**src/rtl/tx_arbiter_pkg.sv**
```systemverilog
// Shared definitions for the transmitter arbiter: FSM encoding, source count and indices,
// and the round-robin pointer advance helper.
package tx_arbiter_pkg;

    localparam int N_SRC     = 3;
    localparam int SRC_KEY   = 0;
    localparam int SRC_WORD  = 1;
    localparam int SRC_TWEET = 2;

    typedef enum logic [1:0] {
        IDLE      = 2'd0,
        LAUNCH    = 2'd1,
        WAIT_BUSY = 2'd2,
        WAIT_DONE = 2'd3
    } arb_state_e;

    // Pointer moves to the source just after the winner, wrapping at N_SRC.
    function automatic logic [1:0] next_ptr(input logic [N_SRC-1:0] winner);
        logic [1:0] p;
        p = 2'd0;
        if (winner[SRC_KEY])  p = 2'd1;
        if (winner[SRC_WORD]) p = 2'd2;
        if (winner[SRC_TWEET]) p = 2'd0;
        return p;
    endfunction

endpackage

```
**src/rtl/tx_arbiter_if.sv**
```systemverilog
// Source-side and transmitter-side signals of the arbiter. With ARB_STATS_EN defined the
// per-source grant counters are added.
interface tx_arbiter_if
`ifdef ARB_STATS_EN
    #(parameter int STAT_W = 8)
`endif
    ;
    logic [2:0] en;
    logic [2:0] req_start;
    logic [7:0] req_data0;
    logic [7:0] req_data1;
    logic [7:0] req_data2;
    logic       tx_busy;
    logic [7:0] tx_data;
    logic       tx_start;
    logic [2:0] grant;
    logic [2:0] pending;
    logic [2:0] drop;
    logic       timeout_err;
`ifdef ARB_STATS_EN
    logic [STAT_W-1:0] grant_cnt0;
    logic [STAT_W-1:0] grant_cnt1;
    logic [STAT_W-1:0] grant_cnt2;

    modport master (
        input  en, req_start, req_data0, req_data1, req_data2, tx_busy,
        output tx_data, tx_start, grant, pending, drop, timeout_err,
        output grant_cnt0, grant_cnt1, grant_cnt2
    );
    modport slave (
        output en, req_start, req_data0, req_data1, req_data2, tx_busy,
        input  tx_data, tx_start, grant, pending, drop, timeout_err,
        input  grant_cnt0, grant_cnt1, grant_cnt2
    );
`else
    modport master (
        input  en, req_start, req_data0, req_data1, req_data2, tx_busy,
        output tx_data, tx_start, grant, pending, drop, timeout_err
    );
    modport slave (
        output en, req_start, req_data0, req_data1, req_data2, tx_busy,
        input  tx_data, tx_start, grant, pending, drop, timeout_err
    );
`endif
endinterface

```
**src/rtl/tx_arbiter_rr_pick.sv**
```systemverilog
// Combinational round-robin picker: first requesting source at or above ptr, wrapping.
module rr_pick
    import tx_arbiter_pkg::*;
(
    input  logic [N_SRC-1:0] req,
    input  logic [1:0]       ptr,
    output logic [N_SRC-1:0] gnt,
    output logic             any
);

    always_comb begin
        logic [1:0] idx;
        gnt = '0;
        idx = 2'd0;
        for (int k = 0; k < N_SRC; k++) begin
            idx = 2'((int'(ptr) + k) % N_SRC);
            if (gnt == '0 && req[idx]) begin
                gnt[idx] = 1'b1;
            end
        end
        any = |req;
    end

endmodule

```
**src/rtl/tx_arbiter.sv**
```systemverilog
// Round-robin arbiter sharing one byte-serial transmitter between three sources, with
// per-source holding registers and a launch timeout. ARB_STATS_EN adds grant counters.
module tx_arbiter
    import tx_arbiter_pkg::*;
#(
    parameter int BUSY_TIMEOUT = 16
`ifdef ARB_STATS_EN
    ,
    parameter int STAT_W = 8
`endif
) (
    input  logic         sysclk,
    input  logic         reset,
    tx_arbiter_if.master bus
);

    localparam int TMR_W = $clog2(BUSY_TIMEOUT);

    arb_state_e       state_q, state_d;
    logic [N_SRC-1:0] pending_q, pending_d;
    logic [N_SRC-1:0] drop_q, drop_d;
    logic [N_SRC-1:0] grant_q, grant_d;
    logic [N_SRC-1:0] winner_q, winner_d;
    logic [7:0]       hold_q [N_SRC];
    logic [7:0]       hold_d [N_SRC];
    logic [7:0]       tx_data_q, tx_data_d;
    logic             tx_start_q, tx_start_d;
    logic             timeout_q, timeout_d;
    logic [TMR_W-1:0] timer_q, timer_d;
    logic [1:0]       rr_q, rr_d;

    logic [7:0]       req_data [N_SRC];
    logic [N_SRC-1:0] pick_gnt;
    logic [N_SRC-1:0] consume;
    logic             pick_any;

    assign req_data[SRC_KEY]   = bus.req_data0;
    assign req_data[SRC_WORD]  = bus.req_data1;
    assign req_data[SRC_TWEET] = bus.req_data2;

    rr_pick u_pick (
        .req (pending_q & bus.en),
        .ptr (rr_q),
        .gnt (pick_gnt),
        .any (pick_any)
    );

    assign consume = (state_q == LAUNCH) ? winner_q : '0;

    always_comb begin
        state_d    = state_q;
        pending_d  = pending_q;
        hold_d     = hold_q;
        drop_d     = '0;
        grant_d    = grant_q;
        winner_d   = winner_q;
        tx_data_d  = tx_data_q;
        tx_start_d = 1'b0;
        timeout_d  = 1'b0;
        timer_d    = timer_q;
        rr_d       = rr_q;

        // A byte arriving while its predecessor is being launched refills the slot.
        for (int i = 0; i < N_SRC; i++) begin
            if (!bus.en[i]) begin
                pending_d[i] = 1'b0;
            end else if (bus.req_start[i]) begin
                if (!pending_q[i] || consume[i]) begin
                    hold_d[i]    = req_data[i];
                    pending_d[i] = 1'b1;
                end else begin
                    drop_d[i] = 1'b1;
                end
            end else if (consume[i]) begin
                pending_d[i] = 1'b0;
            end
        end

        case (state_q)
            IDLE: begin
                if (pick_any) begin
                    winner_d = pick_gnt;
                    state_d  = LAUNCH;
                end
            end
            LAUNCH: begin
                for (int i = 0; i < N_SRC; i++) begin
                    if (winner_q[i]) tx_data_d = hold_q[i];
                end
                tx_start_d = 1'b1;
                grant_d    = winner_q;
                timer_d    = '0;
                state_d    = WAIT_BUSY;
            end
            WAIT_BUSY: begin
                if (bus.tx_busy) begin
                    state_d = WAIT_DONE;
                end else if (timer_q == TMR_W'(BUSY_TIMEOUT - 1)) begin
                    timeout_d = 1'b1;
                    grant_d   = '0;
                    rr_d      = next_ptr(winner_q);
                    state_d   = IDLE;
                end else begin
                    timer_d = timer_q + TMR_W'(1);
                end
            end
            WAIT_DONE: begin
                if (!bus.tx_busy) begin
                    grant_d = '0;
                    rr_d    = next_ptr(winner_q);
                    state_d = IDLE;
                end
            end
            default: state_d = IDLE;
        endcase
    end

    always_ff @(posedge sysclk or posedge reset) begin
        if (reset) begin
            state_q    <= IDLE;
            pending_q  <= '0;
            drop_q     <= '0;
            grant_q    <= '0;
            winner_q   <= '0;
            tx_data_q  <= '0;
            tx_start_q <= 1'b0;
            timeout_q  <= 1'b0;
            timer_q    <= '0;
            rr_q       <= 2'd0;
            for (int i = 0; i < N_SRC; i++) hold_q[i] <= '0;
        end else begin
            state_q    <= state_d;
            pending_q  <= pending_d;
            drop_q     <= drop_d;
            grant_q    <= grant_d;
            winner_q   <= winner_d;
            tx_data_q  <= tx_data_d;
            tx_start_q <= tx_start_d;
            timeout_q  <= timeout_d;
            timer_q    <= timer_d;
            rr_q       <= rr_d;
            for (int i = 0; i < N_SRC; i++) hold_q[i] <= hold_d[i];
        end
    end

    assign bus.tx_data     = tx_data_q;
    assign bus.tx_start    = tx_start_q;
    assign bus.grant       = grant_q;
    assign bus.pending     = pending_q;
    assign bus.drop        = drop_q;
    assign bus.timeout_err = timeout_q;

`ifdef ARB_STATS_EN
    logic [STAT_W-1:0] cnt_q [N_SRC];
    logic [STAT_W-1:0] cnt_d [N_SRC];

    // Only completed transfers count; a timeout leaves the counters alone.
    always_comb begin
        cnt_d = cnt_q;
        if (state_q == WAIT_DONE && !bus.tx_busy) begin
            for (int i = 0; i < N_SRC; i++) begin
                if (winner_q[i]) cnt_d[i] = cnt_q[i] + STAT_W'(1);
            end
        end
    end

    always_ff @(posedge sysclk or posedge reset) begin
        if (reset) begin
            for (int i = 0; i < N_SRC; i++) cnt_q[i] <= '0;
        end else begin
            for (int i = 0; i < N_SRC; i++) cnt_q[i] <= cnt_d[i];
        end
    end

    assign bus.grant_cnt0 = cnt_q[SRC_KEY];
    assign bus.grant_cnt1 = cnt_q[SRC_WORD];
    assign bus.grant_cnt2 = cnt_q[SRC_TWEET];
`endif

endmodule
```
**src/flat_wrapper.sv**
```systemverilog
// flat-port wrapper written by rule: the top's interface ports become plain ports
module tx_arbiter_flat import tx_arbiter_pkg::*;
#(
    parameter int BUSY_TIMEOUT = 16

)
  (sysclk, reset, bus_en, bus_req_start, bus_req_data0, bus_req_data1, bus_req_data2, bus_tx_busy, bus_tx_data, bus_tx_start, bus_grant, bus_pending, bus_drop, bus_timeout_err);
  tx_arbiter_if bus_i ();
  input  logic sysclk;
  input  logic reset;
  input wire logic [$bits(bus_i.en)-1:0] bus_en;
  input wire logic [$bits(bus_i.req_start)-1:0] bus_req_start;
  input wire logic [$bits(bus_i.req_data0)-1:0] bus_req_data0;
  input wire logic [$bits(bus_i.req_data1)-1:0] bus_req_data1;
  input wire logic [$bits(bus_i.req_data2)-1:0] bus_req_data2;
  input wire logic [$bits(bus_i.tx_busy)-1:0] bus_tx_busy;
  output wire logic [$bits(bus_i.tx_data)-1:0] bus_tx_data;
  output wire logic [$bits(bus_i.tx_start)-1:0] bus_tx_start;
  output wire logic [$bits(bus_i.grant)-1:0] bus_grant;
  output wire logic [$bits(bus_i.pending)-1:0] bus_pending;
  output wire logic [$bits(bus_i.drop)-1:0] bus_drop;
  output wire logic [$bits(bus_i.timeout_err)-1:0] bus_timeout_err;
  assign bus_i.en = bus_en;
  assign bus_i.req_start = bus_req_start;
  assign bus_i.req_data0 = bus_req_data0;
  assign bus_i.req_data1 = bus_req_data1;
  assign bus_i.req_data2 = bus_req_data2;
  assign bus_i.tx_busy = bus_tx_busy;
  assign bus_tx_data = bus_i.tx_data;
  assign bus_tx_start = bus_i.tx_start;
  assign bus_grant = bus_i.grant;
  assign bus_pending = bus_i.pending;
  assign bus_drop = bus_i.drop;
  assign bus_timeout_err = bus_i.timeout_err;
  tx_arbiter #(.BUSY_TIMEOUT(BUSY_TIMEOUT)) u_core (.sysclk(sysclk), .reset(reset), .bus(bus_i));
endmodule
```
**config.mk**
```make
export PLATFORM = sky130hd
export DESIGN_NAME = tx_arbiter_flat
export DESIGN_NICKNAME = d
export VERILOG_FILES = /design/src/rtl/tx_arbiter_pkg.sv /design/src/rtl/tx_arbiter_if.sv /design/src/rtl/tx_arbiter_rr_pick.sv /design/src/rtl/tx_arbiter.sv /design/src/flat_wrapper.sv
export SDC_FILE = /design/constraint.sdc
export NUM_CORES = 1
export LEC_CHECK = 0
export CAP_MARGIN = 25
export CELL_PAD_IN_SITES_DETAIL_PLACEMENT = 1
export CELL_PAD_IN_SITES_GLOBAL_PLACEMENT = 2
export CORE_MARGIN = 4
export CORE_UTILIZATION = 36
export CTS_BUF_LIST = sky130_fd_sc_hd__clkbuf_2
export CTS_CLUSTER_SIZE = 10
export DETAILED_ROUTE_END_ITERATION = 8
export PLACE_DENSITY_LB_ADDON = 0.08
export SYNTH_ARGS = -nofsm -noshare
export SYNTH_HDL_FRONTEND = slang
export SYNTH_SLANG_ARGS = --single-unit
```
**constraint.sdc**
```tcl
create_clock -name sysclk -period 5.69 [get_ports sysclk]
set_clock_uncertainty 0.15 [all_clocks]
set_input_delay 0.569 -clock sysclk [delete_from_list [all_inputs] [get_ports sysclk]]
set_output_delay 0.569 -clock sysclk [all_outputs]
set_load 0.02 [all_outputs]
```
==> metrics.txt, run 1 <==
# TYPE chip_impl_metric gauge
chip_impl_info{name="run_status",value="complete, no violations"} 1
chip_impl_info{name="post-synth-top-area-cell",value="dfrtp_1"} 1
chip_impl_metric{name="worst_hold_slack",unit="ns"} 0.365
chip_impl_metric{name="clock_path_buffers",unit=""} 2
chip_impl_metric{name="n_antenna_cell",unit=""} 0
chip_impl_metric{name="die_h",unit="um"} 93.1
chip_impl_metric{name="io_buffers",unit=""} 51
chip_impl_metric{name="async_reset_ff_share",unit="%"} 100
chip_impl_info{name="largest_cells_by_area_after_synthesis",value="dfrtp_1 52%, mux2_2 10%, nand2_1 4.9%"} 1
chip_impl_info{name="worst_hold_startpoint",value="u_core.bus.tx_data[4]"} 1
chip_impl_metric{name="ys_ff_latch",unit=""} 54
chip_impl_metric{name="wire_per_inst",unit="um"} 16.5
chip_impl_metric{name="initial_antenna_violation_count",unit=""} 0
chip_impl_metric{name="cts-resized-gates",unit=""} 0
chip_impl_metric{name="post-place-ws",unit="ns"} 3.22
chip_impl_metric{name="comb_power_share",unit="%"} 37.9
chip_impl_metric{name="core-area",unit="sq um"} 6910
chip_impl_info{name="grt_setup_unrepaired",value="false"} 1
chip_impl_metric{name="final_count_of_hold_timing_violations",unit=""} 0
chip_impl_metric{name="critical_path_arrival",unit="ns"} 1.69
chip_impl_metric{name="finalWeightedCongestion",unit=""} 0.807
chip_impl_metric{name="path_clk_slew",unit="ns"} 0.28
chip_impl_metric{name="cts_setup_buffers",unit=""} 0
chip_impl_metric{name="seqPwrFrac",unit="%"} 46.5
chip_impl_metric{name="post-place-cells",unit=""} 381
chip_impl_metric{name="netSwitchingFraction",unit="%"} 38.1
chip_impl_info{name="worst_setup_path_end_kind",value="output port"} 1
chip_impl_metric{name="finalWirelength",unit="mm"} 6.41
chip_impl_metric{name="floorplan.die_area",unit="sq um"} 8670
chip_impl_metric{name="intPower",unit="W"} 0.000799
chip_impl_metric{name="place_hpwl",unit="mm"} 4.67
chip_impl_info{name="mostFrequentLayoutCells",value="54 x dfrtp_1, 51 x clkdlybuf4s50_1, 34 x nand2_1"} 1
chip_impl_info{name="critical-path-top-delay-family",value="buffers and inverters"} 1
chip_impl_info{name="crit_type",value="reg -> out"} 1
chip_impl_metric{name="power.net_switching",unit="W"} 0.000492
chip_impl_metric{name="timing_worst_slew_pin_value",unit="ns"} 0.700
chip_impl_metric{name="cp_max_fo",unit=""} 9
chip_impl_metric{name="cts_htree_levels",unit=""} 2
chip_impl_metric{name="mean_cell_area_of_the_mapped_netlist",unit="sq um"} 10.8
chip_impl_metric{name="pwr-share-clk",unit="%"} 15.6
chip_impl_metric{name="cell_area_after_technology_mapping",unit="sq um"} 2610
chip_impl_metric{name="cellPowerDensity",unit="nW/um^2"} 397
chip_impl_metric{name="pins_over_slew_limit",unit=""} 0
chip_impl_metric{name="final.min_clock_period",unit="ns"} 2.41
chip_impl_metric{name="final_cell_count_no_fill",unit=""} 389
chip_impl_info{name="min_path_type",value="reg -> reg"} 1
chip_impl_info{name="synthFlopType",value="dfrtp_1"} 1
chip_impl_metric{name="max_clock_freq",unit="GHz"} 0.415
chip_impl_metric{name="via_count_of_the_first_global_routing_pass",unit=""} 2122
chip_impl_metric{name="power.leakage",unit="nW"} 1.37
chip_impl_metric{name="timing.setup.tns",unit="ns"} 0
chip_impl_metric{name="timing.final.setup_violations",unit=""} 0
chip_impl_metric{name="route.antenna.remaining_nets",unit=""} 0
chip_impl_info{name="critical_path.startpoint",value="u_core.bus.pending[2]"} 1
chip_impl_metric{name="floorplan.initialDensity",unit="%"} 37.8
chip_impl_metric{name="detail_route.first_pass.iterations",unit=""} 4
chip_impl_metric{name="number_of_buffers_created_by_cts",unit=""} 5
chip_impl_metric{name="layout.nets",unit=""} 330
chip_impl_metric{name="timing.final.ws_setup",unit="ns"} 3.28
chip_impl_info{name="crit_chain",value="clkdlybuf4s50_1"} 1
chip_impl_metric{name="postSynthCellCount",unit=""} 242
chip_impl_info{name="worstSetupStartpointType",value="flip-flop"} 1
chip_impl_metric{name="synth_enable_flop_cells",unit=""} 0
chip_impl_info{name="rr_startpoint",value="u_core.state_q[0]"} 1
chip_impl_metric{name="fillerInstances",unit=""} 808
chip_impl_metric{name="post-synth-top-area-fraction",unit="%"} 51.8
chip_impl_info{name="layout.cells.most_common",value="dfrtp_1"} 1
chip_impl_metric{name="timing.critical_path.required",unit="ns"} 4.97
chip_impl_metric{name="synth.lib_cells_used.distinct",unit=""} 43
chip_impl_metric{name="placementRows",unit=""} 30
chip_impl_metric{name="cpPeakStageDelay",unit="ns"} 0.67
chip_impl_metric{name="cts.sink_count",unit=""} 54
chip_impl_metric{name="boundaryPins",unit=""} 52
chip_impl_metric{name="drt_drc_violations_left",unit=""} 0
chip_impl_metric{name="vias_per_cell",unit=""} 5.14
chip_impl_metric{name="fp.dieW",unit="um"} 93.1
chip_impl_metric{name="grt_pass1_wl",unit="mm"} 11.0
chip_impl_info{name="cts.root.buffer_cell",value="clkbuf_2"} 1
chip_impl_metric{name="clk-insertion-delay-late",unit="ns"} 0.45
chip_impl_info{name="clock_tree_from_tritoncts",value="built"} 1
chip_impl_metric{name="synth-seq-area-share",unit="%"} 51.8
chip_impl_metric{name="design_area",unit="sq um"} 3250
chip_impl_metric{name="grt_max_degree",unit=""} 55
chip_impl_metric{name="critPathBufInv",unit=""} 1
chip_impl_metric{name="first_iter_violations",unit=""} 91
chip_impl_metric{name="yosys_warnings",unit=""} 0
chip_impl_metric{name="period_share",unit="%"} 42.4
chip_impl_info{name="crit_slowest_cell",value="clkdlybuf4s50_1"} 1
chip_impl_metric{name="power.ir.vdd_worst",unit="uV"} 159
chip_impl_metric{name="via_count",unit=""} 2001
chip_impl_metric{name="drv.max_cap_violation_count",unit=""} 0
chip_impl_metric{name="grtUsageTotal",unit="%"} 16.0
chip_impl_metric{name="slew-limit-headroom",unit="%"} 53.3
chip_impl_metric{name="post_cts_hold_buffer_count",unit=""} 0
chip_impl_metric{name="synthesis.nets",unit=""} 280
chip_impl_metric{name="overflow",unit=""} 0
chip_impl_metric{name="dpl-instance-area",unit="sq um"} 3190
chip_impl_metric{name="synthToLayoutAreaGrowth",unit="%"} 24.8
chip_impl_metric{name="drive_gt1_share",unit="%"} 15.4
[layer usage]
metal	global-route usage [%]	up-vias	wire length, um
met4	4.88	0	102
met2	23.0	52	2650
li1	-	956	-
met5	0	-	0
met3	3.54	9	278
met1	23.9	984	3380
[cells by family after synthesis]
| kind of cell | synth area share [%] |
|---|---|
| flops | 51.8 |
| buf+inv | 3.45 |
| mux | 13.4 |
| compound gates | 13.2 |
| simple gates | 15.6 |
| fa+ha+maj | 2.40 |
[state kept, by name, indices dropped and copies added, names as in the netlist]
name                    cells
u_core.bus.tx_start         1
u_core.bus.timeout_err      1
u_core.timer_q              4
u_core.bus.grant            3
u_core.bus.pending          3
u_core.winner_q             3
u_core.rr_q                 2
u_core.bus.tx_data          8
u_core.hold_q              24
u_core.state_q              2
u_core.bus.drop             3
[worst reg2reg max path, delay by kind of cell, from the launching register on]
kind,cells,cell delay [ns]
AOI/OAI and AO/OA,1,0.53
DFF,1,0.68
muxes,1,0.41
and+or+nand+nor,2,0.49
[metrics by stage]
stage / total power, W / util, %
5_1_grt: 0.00139 / 47.1
3_5_place_dp: 0.00110 / 46.1
3_3_place_gp: 0.00109 / 46.1
4_1_cts: 0.00131 / 47.1
2_1_floorplan: 0.000920 / -
6_report: 0.00129 / 47.1
[cell usage after synthesis (3+ instances only)]
cell type,instances
nor2_1,16
inv_1,6
nand3_1,6
dfrtp_1,54
and4_1,3
buf_6,3
o21ai_0,15
mux2i_1,8
mux2_2,24
a21oi_2,3
clkbuf_1,3
ha_1,5
nand2_1,34
buf_2,3
a21oi_1,15
nor2b_1,4
[power by group through the flow]
stage | Clock (W) | Combinational, W | Sequential, W
global route | 0.000224 | 0.000546 | 0.000624
finish | 0.000201 | 0.000489 | 0.000601
detailed placement | 0 | 0.000492 | 0.000612
global placement | 0 | 0.000485 | 0.000609
CTS | 0.000209 | 0.000494 | 0.000604
floorplan | 0 | 0.000328 | 0.000592
[worst paths after layout]
path	to	slack [ns]	cells past startpoint
worst max-delay path	bus_pending[2]	3.28	1
worst min-delay path	u_core.bus.tx_data[4]	0.37	2
worst max register to register	u_core.hold_q[16]	3.37	4
worst min register to register	u_core.bus.tx_data[4]	0.37	2
max in group asynchronous	u_core.timer_q[0]	4.48	3
min in group asynchronous	u_core.bus.tx_data[1]	0.43	3
[area by class of cell]
cell class / count / area [sq um] / share of cell area [%]
well taps: 96 / 120 / 3.69
flip-flops and latches: 54 / 1350 / 41.5
clock buffers: 6 / 30.0 / 0.923
multi-input cells: 172 / 1170 / 35.8
clock inverters: 2 / 37.5 / 1.15
inverters: 6 / 22.5 / 0.692
repair buffers: 53 / 526 / 16.2
No activity file was read; power rests on OpenSTA's default activity.
==> run 2: changes to the inputs <==
--- a/config.mk
+++ b/config.mk
@@ -9,7 +9,7 @@
 export CELL_PAD_IN_SITES_DETAIL_PLACEMENT = 1
 export CELL_PAD_IN_SITES_GLOBAL_PLACEMENT = 2
 export CORE_MARGIN = 4
-export CORE_UTILIZATION = 36
+export CORE_UTILIZATION = 34
 export CTS_BUF_LIST = sky130_fd_sc_hd__clkbuf_2
 export CTS_CLUSTER_SIZE = 10
 export DETAILED_ROUTE_END_ITERATION = 8
==> constraint.sdc (replaced) <==
create_clock -name sysclk -period 2.3 [get_ports sysclk]
set_clock_uncertainty 0.15 [all_clocks]
set_input_delay 0.23 -clock sysclk [delete_from_list [all_inputs] [get_ports sysclk]]
set_output_delay 0.23 -clock sysclk [all_outputs]
set_load 0.02 [all_outputs]
==> metrics.txt, run 2 (synthesis gave the netlist of run 1 again) <==
# TYPE chip_impl_metric gauge
chip_impl_info{name="run_status",value="complete, no violations"} 1
chip_impl_metric{name="grt_max_degree",unit=""} 55
chip_impl_info{name="crit_type",value="reg -> reg"} 1
chip_impl_metric{name="timing.reg2reg.worst_path_depth",unit=""} 7
chip_impl_info{name="worst_setup_path_end_kind",value="flip-flop"} 1
chip_impl_metric{name="vias_per_cell",unit=""} 4.97
chip_impl_metric{name="cellPowerDensity",unit="nW/um^2"} 946
chip_impl_metric{name="cts.sink_count",unit=""} 54
chip_impl_metric{name="timing.critical_path.required",unit="ns"} 2.54
chip_impl_metric{name="power.leakage",unit="nW"} 1.42
chip_impl_metric{name="via_count",unit=""} 1997
chip_impl_metric{name="grt_pass1_wl",unit="mm"} 10.4
chip_impl_info{name="worst_hold_startpoint",value="bus_req_data2[1]"} 1
chip_impl_metric{name="clk-insertion-delay-late",unit="ns"} 0.46
chip_impl_metric{name="drv.max_cap_violation_count",unit=""} 0
chip_impl_metric{name="largest_reg_flops",unit=""} 24
chip_impl_info{name="worstSetupStartpointType",value="flip-flop"} 1
chip_impl_info{name="crit-reg2reg-capture",value="u_core.winner_q[0]"} 1
chip_impl_metric{name="drive_gt1_share",unit="%"} 17.8
chip_impl_info{name="layout.cells.most_common",value="dfrtp_1"} 1
chip_impl_metric{name="final.min_clock_period",unit="ns"} 2.14
chip_impl_metric{name="route.antenna.remaining_nets",unit=""} 0
chip_impl_metric{name="cts_setup_buffers",unit=""} 0
chip_impl_metric{name="io_buffers",unit=""} 51
chip_impl_info{name="largest-register",value="u_core.hold_q"} 1
chip_impl_metric{name="floorplan.die_area",unit="sq um"} 9130
chip_impl_metric{name="via_count_of_the_first_global_routing_pass",unit=""} 2112
chip_impl_metric{name="cp_max_fo",unit=""} 10
chip_impl_metric{name="floorplan.initialDensity",unit="%"} 35.4
chip_impl_metric{name="synthToLayoutAreaGrowth",unit="%"} 27.6
chip_impl_metric{name="layout.nets",unit=""} 340
chip_impl_metric{name="cts_htree_levels",unit=""} 2
chip_impl_info{name="crit_slowest_cell",value="dfrtp_1"} 1
chip_impl_metric{name="setup.reg_to_reg.worst_slack",unit="ns"} 0.16
chip_impl_info{name="min_path_type",value="in -> reg"} 1
chip_impl_metric{name="number_of_buffers_created_by_cts",unit=""} 5
chip_impl_metric{name="wire_per_inst",unit="um"} 15.8
chip_impl_metric{name="final_count_of_hold_timing_violations",unit=""} 0
chip_impl_metric{name="die_h",unit="um"} 95.6
chip_impl_metric{name="timing_worst_slew_pin_value",unit="ns"} 0.342
chip_impl_metric{name="power.ir.vdd_worst",unit="uV"} 324
chip_impl_metric{name="overflow",unit=""} 0
chip_impl_info{name="cts.root.buffer_cell",value="clkbuf_2"} 1
chip_impl_metric{name="fp.dieW",unit="um"} 95.6
chip_impl_metric{name="finalWirelength",unit="mm"} 6.34
chip_impl_metric{name="placementRows",unit=""} 31
chip_impl_metric{name="finalWeightedCongestion",unit=""} 0.841
chip_impl_metric{name="drt_drc_violations_left",unit=""} 0
chip_impl_metric{name="cpPeakStageDelay",unit="ns"} 0.44
chip_impl_metric{name="n_antenna_cell",unit=""} 0
chip_impl_info{name="mostFrequentLayoutCells",value="54 x dfrtp_1, 51 x clkdlybuf4s50_1, 34 x nand2_1"} 1
chip_impl_metric{name="period_share",unit="%"} 93.2
chip_impl_metric{name="initial_antenna_violation_count",unit=""} 0
chip_impl_metric{name="pins_over_slew_limit",unit=""} 0
chip_impl_info{name="clock_tree_from_tritoncts",value="built"} 1
chip_impl_metric{name="path_clk_slew",unit="ns"} 0.29
chip_impl_metric{name="boundaryPins",unit=""} 52
chip_impl_metric{name="detail_route.first_pass.iterations",unit=""} 4
chip_impl_metric{name="timing.final.setup_violations",unit=""} 0
chip_impl_metric{name="grtUsageTotal",unit="%"} 14.6
chip_impl_metric{name="worst_hold_slack",unit="ns"} 0.203
chip_impl_info{name="worst_hold_path_ep",value="u_core.hold_q[1]"} 1
chip_impl_metric{name="first_iter_violations",unit=""} 80
chip_impl_info{name="crit_chain",value="inv_1 -> ha_2 -> a21boi_0 -> o22ai_1 -> a211o_2 -> nand4_1 -> o211ai_1"} 1
chip_impl_metric{name="critical_path_arrival",unit="ns"} 2.38
chip_impl_metric{name="max_clock_freq",unit="GHz"} 0.467
chip_impl_metric{name="timing.setup.tns",unit="ns"} 0
chip_impl_info{name="grt_setup_unrepaired",value="false"} 1
chip_impl_metric{name="fillerInstances",unit=""} 829
chip_impl_metric{name="slew-limit-headroom",unit="%"} 76.9
chip_impl_metric{name="place_hpwl",unit="mm"} 4.78
chip_impl_info{name="rr_startpoint",value="u_core.rr_q[0]"} 1
chip_impl_metric{name="min_delay_path_depth",unit=""} 2
chip_impl_metric{name="clock_path_buffers",unit=""} 2
chip_impl_metric{name="core-area",unit="sq um"} 7370
[run 2: cell types whose count changed in the layout (fill, tap and decap cells not counted)]
cell           previous run  this run
clkbuf_2                  6         5
buf_12                    0         1
clkinv_4                  0         2
ha_1                      5         4
bufinv_16                 1         0
buf_4                     2        10
dlygate4sd3_1             0         1
clkinv_1                  0         1
clkinvlp_4                1         0
ha_2                      0         1
[run 2: through the flow]
step / cells / area [sq um] / power, W / worst slack [ns] / utilization [%]
after floorplan: 242 / 2610 / 0.00228 / 0.342 / -
after global placement: 393 / 3270 / 0.00276 / 0.185 / 44.4
after detailed placement: 393 / 3270 / 0.00280 / 0.114 / 44.4
after CTS: 402 / 3330 / 0.00320 / 0.108 / 45.1
after global routing: 402 / 3330 / 0.00340 / 0.0299 / 45.2
final: 402 / 3330 / 0.00315 / 0.157 / 45.2
[run 2: how the worst max path moves through the flow]
| stage | startpoint | end | slack, ns | depth (start not counted) |
|---|---|---|---|---|
| 6_report | u_core.rr_q[0] | u_core.winner_q[0] | 0.16 | 7 |
| 5_1_grt | u_core.rr_q[0] | u_core.winner_q[0] | 0.03 | 7 |
| 4_1_cts | u_core.rr_q[0] | u_core.winner_q[0] | 0.11 | 7 |
| 3_5_place_dp | u_core.rr_q[0] | u_core.winner_q[0] | 0.11 | 7 |
| 3_3_place_gp | u_core.rr_q[0] | u_core.winner_q[0] | 0.19 | 7 |
| 2_1_floorplan | u_core.rr_q[0] | u_core.winner_q[2] | 0.34 | 8 |
[run 2: metal layers]
layer,share of wire [%],global-route usage [%]
met5,0,0
met2,45,22.8
met4,0.91,3.55
met1,49,20.6
met3,5.0,3.39
[run 2: area by class of cell]
| type | instances | area (sq um) | share of cell area [%] |
|---|---|---|---|
| clock buffers | 5 | 25.0 | 0.752 |
| clock inverters | 3 | 21.3 | 0.639 |
| inverters | 6 | 22.5 | 0.677 |
| multi-input cells | 172 | 1170 | 35.1 |
| flip-flops and latches | 54 | 1350 | 40.6 |
| well taps | 99 | 124 | 3.72 |
| repair buffers | 63 | 616 | 18.5 |
[run 2: critical path: cells and delay by family, from the launching register on]
family | cells | cell delay [ns]
buffers and inverters | 1 | 0.09
adder cells (fa/ha/maj) | 1 | 0.44
flip-flops | 1 | 0.44
AO/OA/AOI/OAI | 4 | 0.90
AND/OR/NAND/NOR | 1 | 0.09
[run 2: where the power goes]
part | internal [W] | switching [W] | leakage, nW | total [W]
Clock | 0.0000766 | 0.000316 | 0.0306 | 0.000392
Combinational | 0.000649 | 0.000739 | 0.718 | 0.00139
Sequential | 0.00120 | 0.000165 | 0.670 | 0.00137
[run 2: timing repair]
action | CTS | global route
hold buffers | 1 | 0
endpoints found under the hold margin | 54 | 0
resized for setup | 0 | 1
setup endpoints to repair | 0 | 2
==> run 3: changes to the inputs <==
--- a/config.mk
+++ b/config.mk
@@ -5,7 +5,7 @@
 export SDC_FILE = /design/constraint.sdc
 export NUM_CORES = 1
 export LEC_CHECK = 0
-export CAP_MARGIN = 25
+export CAP_MARGIN = 30
 export CELL_PAD_IN_SITES_DETAIL_PLACEMENT = 1
 export CELL_PAD_IN_SITES_GLOBAL_PLACEMENT = 2
 export CORE_MARGIN = 4
@@ -14,6 +14,7 @@
 export CTS_CLUSTER_SIZE = 10
 export DETAILED_ROUTE_END_ITERATION = 8
 export PLACE_DENSITY_LB_ADDON = 0.08
+export REMOVE_ABC_BUFFERS = 1
 export SYNTH_ARGS = -nofsm -noshare
 export SYNTH_HDL_FRONTEND = slang
 export SYNTH_SLANG_ARGS = --single-unit
==> metrics.txt, run 3 (synthesis gave the netlist of run 1 again) <==
# TYPE chip_impl_metric gauge
chip_impl_metric{name="layout.nets",unit=""} 339
chip_impl_metric{name="design_area",unit="sq um"} 3350
chip_impl_info{name="worstSetupStartpointType",value="flip-flop"} 1
chip_impl_metric{name="floorplan.initialDensity",unit="%"} 35.4
chip_impl_info{name="clock_tree_from_tritoncts",value="built"} 1
chip_impl_metric{name="core-area",unit="sq um"} 7370
chip_impl_metric{name="cts_htree_levels",unit=""} 2
chip_impl_metric{name="critical_path_arrival",unit="ns"} 2.41
chip_impl_info{name="crit_type",value="reg -> reg"} 1
chip_impl_metric{name="power.net_switching",unit="W"} 0.00123
chip_impl_metric{name="synthToLayoutAreaGrowth",unit="%"} 28.4
chip_impl_metric{name="cp_max_fo",unit=""} 10
chip_impl_metric{name="floorplan.die_area",unit="sq um"} 9130
chip_impl_metric{name="post-place-cells",unit=""} 392
chip_impl_metric{name="seqPwrFrac",unit="%"} 41.5
chip_impl_metric{name="route.antenna.remaining_nets",unit=""} 0
chip_impl_metric{name="drive_gt1_share",unit="%"} 17.9
chip_impl_metric{name="slew-limit-headroom",unit="%"} 67.9
chip_impl_metric{name="timing.critical_path.required",unit="ns"} 2.56
chip_impl_metric{name="initial_antenna_violation_count",unit=""} 0
chip_impl_info{name="grt_setup_unrepaired",value="false"} 1
chip_impl_metric{name="via_count_of_the_first_global_routing_pass",unit=""} 2045
chip_impl_metric{name="via_count",unit=""} 1965
chip_impl_metric{name="detail_route.first_pass.iterations",unit=""} 4
chip_impl_metric{name="pwr-share-clk",unit="%"} 16.0
chip_impl_metric{name="fp.dieW",unit="um"} 95.6
chip_impl_metric{name="multi_input_comb_area",unit="sq um"} 1170
chip_impl_info{name="min_path_type",value="in -> reg"} 1
chip_impl_metric{name="max_clock_freq",unit="GHz"} 0.465
chip_impl_info{name="run_status",value="complete, no violations"} 1
chip_impl_metric{name="die_h",unit="um"} 95.6
chip_impl_metric{name="final_cell_count_no_fill",unit=""} 401
chip_impl_metric{name="wire_per_inst",unit="um"} 15.9
chip_impl_info{name="largest-register",value="u_core.hold_q"} 1
chip_impl_metric{name="drt_drc_violations_left",unit=""} 0
chip_impl_metric{name="comb_power_share",unit="%"} 42.5
chip_impl_metric{name="final.min_clock_period",unit="ns"} 2.15
chip_impl_metric{name="grtUsageTotal",unit="%"} 15.0
chip_impl_metric{name="grt_pass1_wl",unit="mm"} 10.6
chip_impl_metric{name="first_iter_violations",unit=""} 47
chip_impl_metric{name="power.ir.vdd_worst",unit="uV"} 278
chip_impl_metric{name="cts.sink_count",unit=""} 54
chip_impl_metric{name="boundaryPins",unit=""} 52
chip_impl_metric{name="drv.max_cap_violation_count",unit=""} 0
chip_impl_metric{name="place_hpwl",unit="mm"} 4.75
chip_impl_metric{name="path_clk_slew",unit="ns"} 0.29
chip_impl_metric{name="fillerInstances",unit=""} 840
chip_impl_metric{name="cts_setup_buffers",unit=""} 0
chip_impl_metric{name="vias_per_cell",unit=""} 4.90
chip_impl_metric{name="finalWeightedCongestion",unit=""} 0.819
chip_impl_metric{name="n_antenna_cell",unit=""} 0
chip_impl_metric{name="timing.final.setup_violations",unit=""} 0
chip_impl_metric{name="power.leakage",unit="nW"} 1.42
chip_impl_metric{name="dpl-instance-area",unit="sq um"} 3260
chip_impl_metric{name="overflow",unit=""} 0
chip_impl_metric{name="finalWirelength",unit="mm"} 6.36
chip_impl_metric{name="timing_worst_slew_pin_value",unit="ns"} 0.481
chip_impl_metric{name="pins_over_slew_limit",unit=""} 0
chip_impl_metric{name="largest_reg_flops",unit=""} 24
chip_impl_metric{name="grt_max_degree",unit=""} 55
chip_impl_metric{name="timing.setup.tns",unit="ns"} 0
chip_impl_metric{name="cellPowerDensity",unit="nW/um^2"} 977
chip_impl_metric{name="clock_path_buffers",unit=""} 2
chip_impl_metric{name="clk-insertion-delay-late",unit="ns"} 0.46
chip_impl_info{name="worst_setup_path_end_kind",value="flip-flop"} 1
chip_impl_metric{name="intPower",unit="W"} 0.00204
chip_impl_metric{name="period_share",unit="%"} 93.6
chip_impl_metric{name="final_count_of_hold_timing_violations",unit=""} 0
chip_impl_info{name="cts.root.buffer_cell",value="clkbuf_2"} 1
chip_impl_metric{name="ff_latch_area",unit="sq um"} 1350
chip_impl_metric{name="number_of_buffers_created_by_cts",unit=""} 5
chip_impl_metric{name="netSwitchingFraction",unit="%"} 37.6
chip_impl_info{name="layout.cells.most_common",value="dfrtp_1"} 1
chip_impl_metric{name="io_buffers",unit=""} 51
chip_impl_info{name="mostFrequentLayoutCells",value="54 x dfrtp_1, 51 x clkdlybuf4s50_1, 34 x nand2_1"} 1
chip_impl_metric{name="placementRows",unit=""} 31
[run 3: cell count changes in the layout (fill, tap and decap cells not counted), sizes merged]
| cell | previous run | this run |
|---|---|---|
| clkinvlp | 0 | 1 |
| clkinv | 3 | 0 |
| buf | 11 | 10 |
| bufinv | 0 | 1 |
| inv | 6 | 7 |
[run 3: final cells by class]
| class | instances | area share [%] |
|---|---|---|
| clock buffer | 5 | 0.747 |
| sequential | 54 | 40.4 |
| multi-input combinational | 172 | 34.9 |
| timing repair buffer | 62 | 18.2 |
| inverter | 6 | 0.673 |
| clock inverter | 3 | 1.46 |
| tap | 99 | 3.70 |
[run 3: layer usage]
layer  track usage (%)  up-vias  routed length, um
li1                  -      983                  -
met1              22.6      926               3340
met2              21.5       51               2650
met3              3.31        5                304
met4              3.91        0                 64
met5                 0        -                  0
[run 3: final timing paths]
kind	from	end	slack, ns	cells past startpoint
worst min-delay path	bus_req_data0[7]	u_core.hold_q[23]	0.21	2
min in group asynchronous	reset	u_core.bus.grant[0]	0.51	4
max in group asynchronous	reset	u_core.bus.tx_data[5]	1.26	4
worst max register to register	u_core.rr_q[0]	u_core.winner_q[0]	0.15	7
worst max-delay path	u_core.rr_q[0]	u_core.winner_q[0]	0.15	7
worst min register to register	u_core.bus.tx_data[7]	u_core.bus.tx_data[7]	0.37	2
[run 3: power by group through the flow]
stage          logic [W]  clock network [W]  registers (W)
6_report         0.00139           0.000524        0.00136
5_1_grt          0.00155           0.000580        0.00140
4_1_cts          0.00141           0.000548        0.00136
3_5_place_dp     0.00140                  0        0.00138
3_3_place_gp     0.00139                  0        0.00137
2_1_floorplan   0.000665                  0        0.00154
[run 3: repair_timing]
| item | 4_1_cts | 5_1_grt |
|---|---|---|
| gates resized for setup | 0 | 1 |
| setup endpoints to repair | 0 | 3 |
| endpoints found under the hold margin | 54 | 0 |
| hold buffers | 1 | 0 |
[run 3: worst max-delay path, stage by stage, from the launching register on]
cell	delay (ns)
dfrtp_1	0.47
inv_1	0.10
ha_2	0.27
and3b_1	0.22
a311o_1	0.34
a32oi_2	0.31
nand4_1	0.13
o211ai_1	0.11
[run 3: per-stage QoR]
stage	setup WS (ns)	hold WS [ns]	util, %	total power [W]
2_1_floorplan	0.317	0.216	-	0.00221
3_3_place_gp	0.163	0.312	44.3	0.00276
3_5_place_dp	0.144	0.321	44.3	0.00278
4_1_cts	0.0873	0.166	45.4	0.00332
5_1_grt	0.0135	0.140	45.4	0.00353
6_report	0.147	0.205	45.4	0.00327
==> variant (settings of run 2) <==
`BUSY_TIMEOUT` is set to 16 in 2 places; all go to 32.
--- a/src/rtl/tx_arbiter.sv
+++ b/src/rtl/tx_arbiter.sv
@@ -5,3 +5,3 @@
 #(
-    parameter int BUSY_TIMEOUT = 16
+    parameter int BUSY_TIMEOUT = 32
 `ifdef ARB_STATS_EN
--- a/src/flat_wrapper.sv
+++ b/src/flat_wrapper.sv
@@ -3,3 +3,3 @@
 #(
-    parameter int BUSY_TIMEOUT = 16
+    parameter int BUSY_TIMEOUT = 32
 
Behaviour: no difference found for any inputs over 4 cycles, from zero or initial values and one cycle with reset high; that may be too few to reach the edited logic, so the function may still have changed.
==> variant against run 2 <==
- sequential power grew 4%
- via count grew 1.8%
- utilization grew 0.56 points
- cell count shrank 0.25%
- combinational power grew 5%
- total power grew 5.4%
- sequential cell count grew 1
- count of clock-buffer cells in the layout is the same
- worst setup slack lost 57 ps
- non-clock buffer count shrank 1
- wire length grew 4.7%
- largest power group unchanged
- largest cell class unchanged
- area after synthesis grew 1.2%
- final area grew 1.8%
==> variant: results (changes against run 2) <==
* Status: finished clean
* CP max stage cell: dfrtp_1
* Iter 0 DRT Violations at 33 (-59%)
* Clock transition at path regs at 310 ps (+20 ps)
* Synth cell count leaders: 55 x dfrtp_1, 33 x nand2_1, 24 x mux2_2
* Post-Route WL at 6.645 mm (+4.7%)
* Synth area leaders: dfrtp_1 52%, mux2_2 10%, nand2_1 4.7%, a21oi_1 3.6%, mux2i_1 3.0%
* Post-layout net count at 340 (unchanged)
* Vias in the first global route at 2074 (-1.8%)
* Global routing usage on met3 at 2.971% (-0.42 points)
* First-pass GRT wire length at 10.58 mm (+2.0%)
* Switch share at 40.22% (+1.5 points)
* Fillers at 838 (+1.1%)
* Global Route met1 Usage at 20.00% (-0.55 points)
* Vias post-DR at 2032 (+1.8%)
* Placer congestion estimate at 0.7990 (-5.0%)
* Async set or reset register ratio after synthesis at 100.0% (unchanged)
* Input/output buffers at 51 (unchanged)
* Met2 usage at 24.61% (+1.8 points)
* Synth warnings at 0 (unchanged)
* Highest net fanout along the worst path at 10 (unchanged)
* Arrival time at the worst endpoint at 2430 ps (+50 ps)
* Post-synthesis net count at 278 (-0.71%)
* Post-DP HPWL at 4.882 mm (+2.1%)
* Max stage delay on crit path at 460 ps (+20 ps)
* Netlist cell types at 48 (+12%)
* Largest net degree at the start of global routing at 56 (+1.8%)
* Peak VDD IR at 0.0006229 V (+92%)
* Least-Margin Pin Slew at 354.3 ps (+12.61 ps)
* Fraction of layout cells with a size suffix above 1 at 18.87% (+1.1 points)
* Pre-CTS setup slack at 40.17 ps (-73.67 ps)
* Tot GR Track Use at 15.14% (+0.50 points)
* Post-CTS Setup Inserts at 0 (unchanged)
* Seq/Total Area, Yosys at 52.16% (+0.33 points)
* CTS Buffer Depth at 2 (unchanged)
* Pleak at 1.429 nW (+0.72%)
* Worst skew pair latency at 470 ps
* Num CTS Buffers at 5 (unchanged)
variant: cell types whose count changed after synthesis, sizes merged, moves of 2 or more:
cell	before	now
a21oi	18	22
buf	7	3
nand3	7	4
a21o	2	0
and3	2	4
nand3b	0	2
nor2	16	14
variant: repair_timing:
item | CTS | global route
hold endpoints to repair | 55 | 0
resized for setup | 0 | 3
hold buffers | 1 | 0
endpoints found under the setup margin | 0 | 3
variant: final cells by class:
type | instances | area share, %
clock buffers | 5 | 0.7388
clock inverters | 3 | 0.7019
inverters | 6 | 0.6649
multi-input cells | 171 | 35.65
flip-flops and latches | 55 | 40.64
well taps | 99 | 3.657
repair buffers | 62 | 17.95
variant: stage by stage:
step / cell area, µm² / power [W] / cells
floorplan: 2639 / 0.002371 / 239
global placement: 3313 / 0.002857 / 391
detailed placement: 3313 / 0.002895 / 391
CTS: 3372 / 0.003326 / 400
global route: 3387 / 0.003588 / 401
finish: 3387 / 0.003318 / 401
variant: final timing paths:
kind                                            start               endpoint  slack, ps  cells past startpoint
worst max-delay path                   u_core.rr_q[0]     u_core.winner_q[0]        100                      7
worst min-delay path                 bus_req_data2[3]       u_core.hold_q[3]        180                      2
worst max register to register         u_core.rr_q[0]     u_core.winner_q[0]        100                      7
worst min register to register  u_core.bus.tx_data[1]  u_core.bus.tx_data[1]        370                      2
max in group asynchronous                       reset      u_core.hold_q[10]       1270                      4
min in group asynchronous                       reset     u_core.bus.drop[2]        450                      4
variant: layer usage:
| layer | routed length, µm | vias to the layer above |
|---|---|---|
| met1 | 3098 | 993 |
| met5 | 0 | - |
| li1 | - | 982 |
| met2 | 3133 | 45 |
| met4 | 131 | 0 |
| met3 | 282 | 12 |
variant: kinds of logic after synthesis:
logic type | count (synthesis) | share of synthesized area (%)
muxes | 32 | 13.28
and+or+nand+nor | 79 | 15.70
AOI/OAI and AO/OA | 54 | 13.47
DFF | 55 | 52.16
buffers and inverters | 13 | 2.560
adders and majority gates | 6 | 2.845
variant: power by group through the flow:
| stage | combinational (W) | clock (W) | sequential, W |
|---|---|---|---|
| 2_1_floorplan | 0.000874 | 0 | 0.00150 |
| 3_3_place_gp | 0.00141 | 0 | 0.00145 |
| 3_5_place_dp | 0.00144 | 0 | 0.00146 |
| 4_1_cts | 0.00144 | 0.000446 | 0.00144 |
| 5_1_grt | 0.00162 | 0.000490 | 0.00147 |
| 6_report | 0.00146 | 0.000424 | 0.00143 |
variant: critical path: cells and delay by family (launching register included):
family	cells	cell delay (ps)
fa+ha+maj	1	450
simple gates	1	120
buf+inv	1	90
compound gates	4	860
flops	1	460
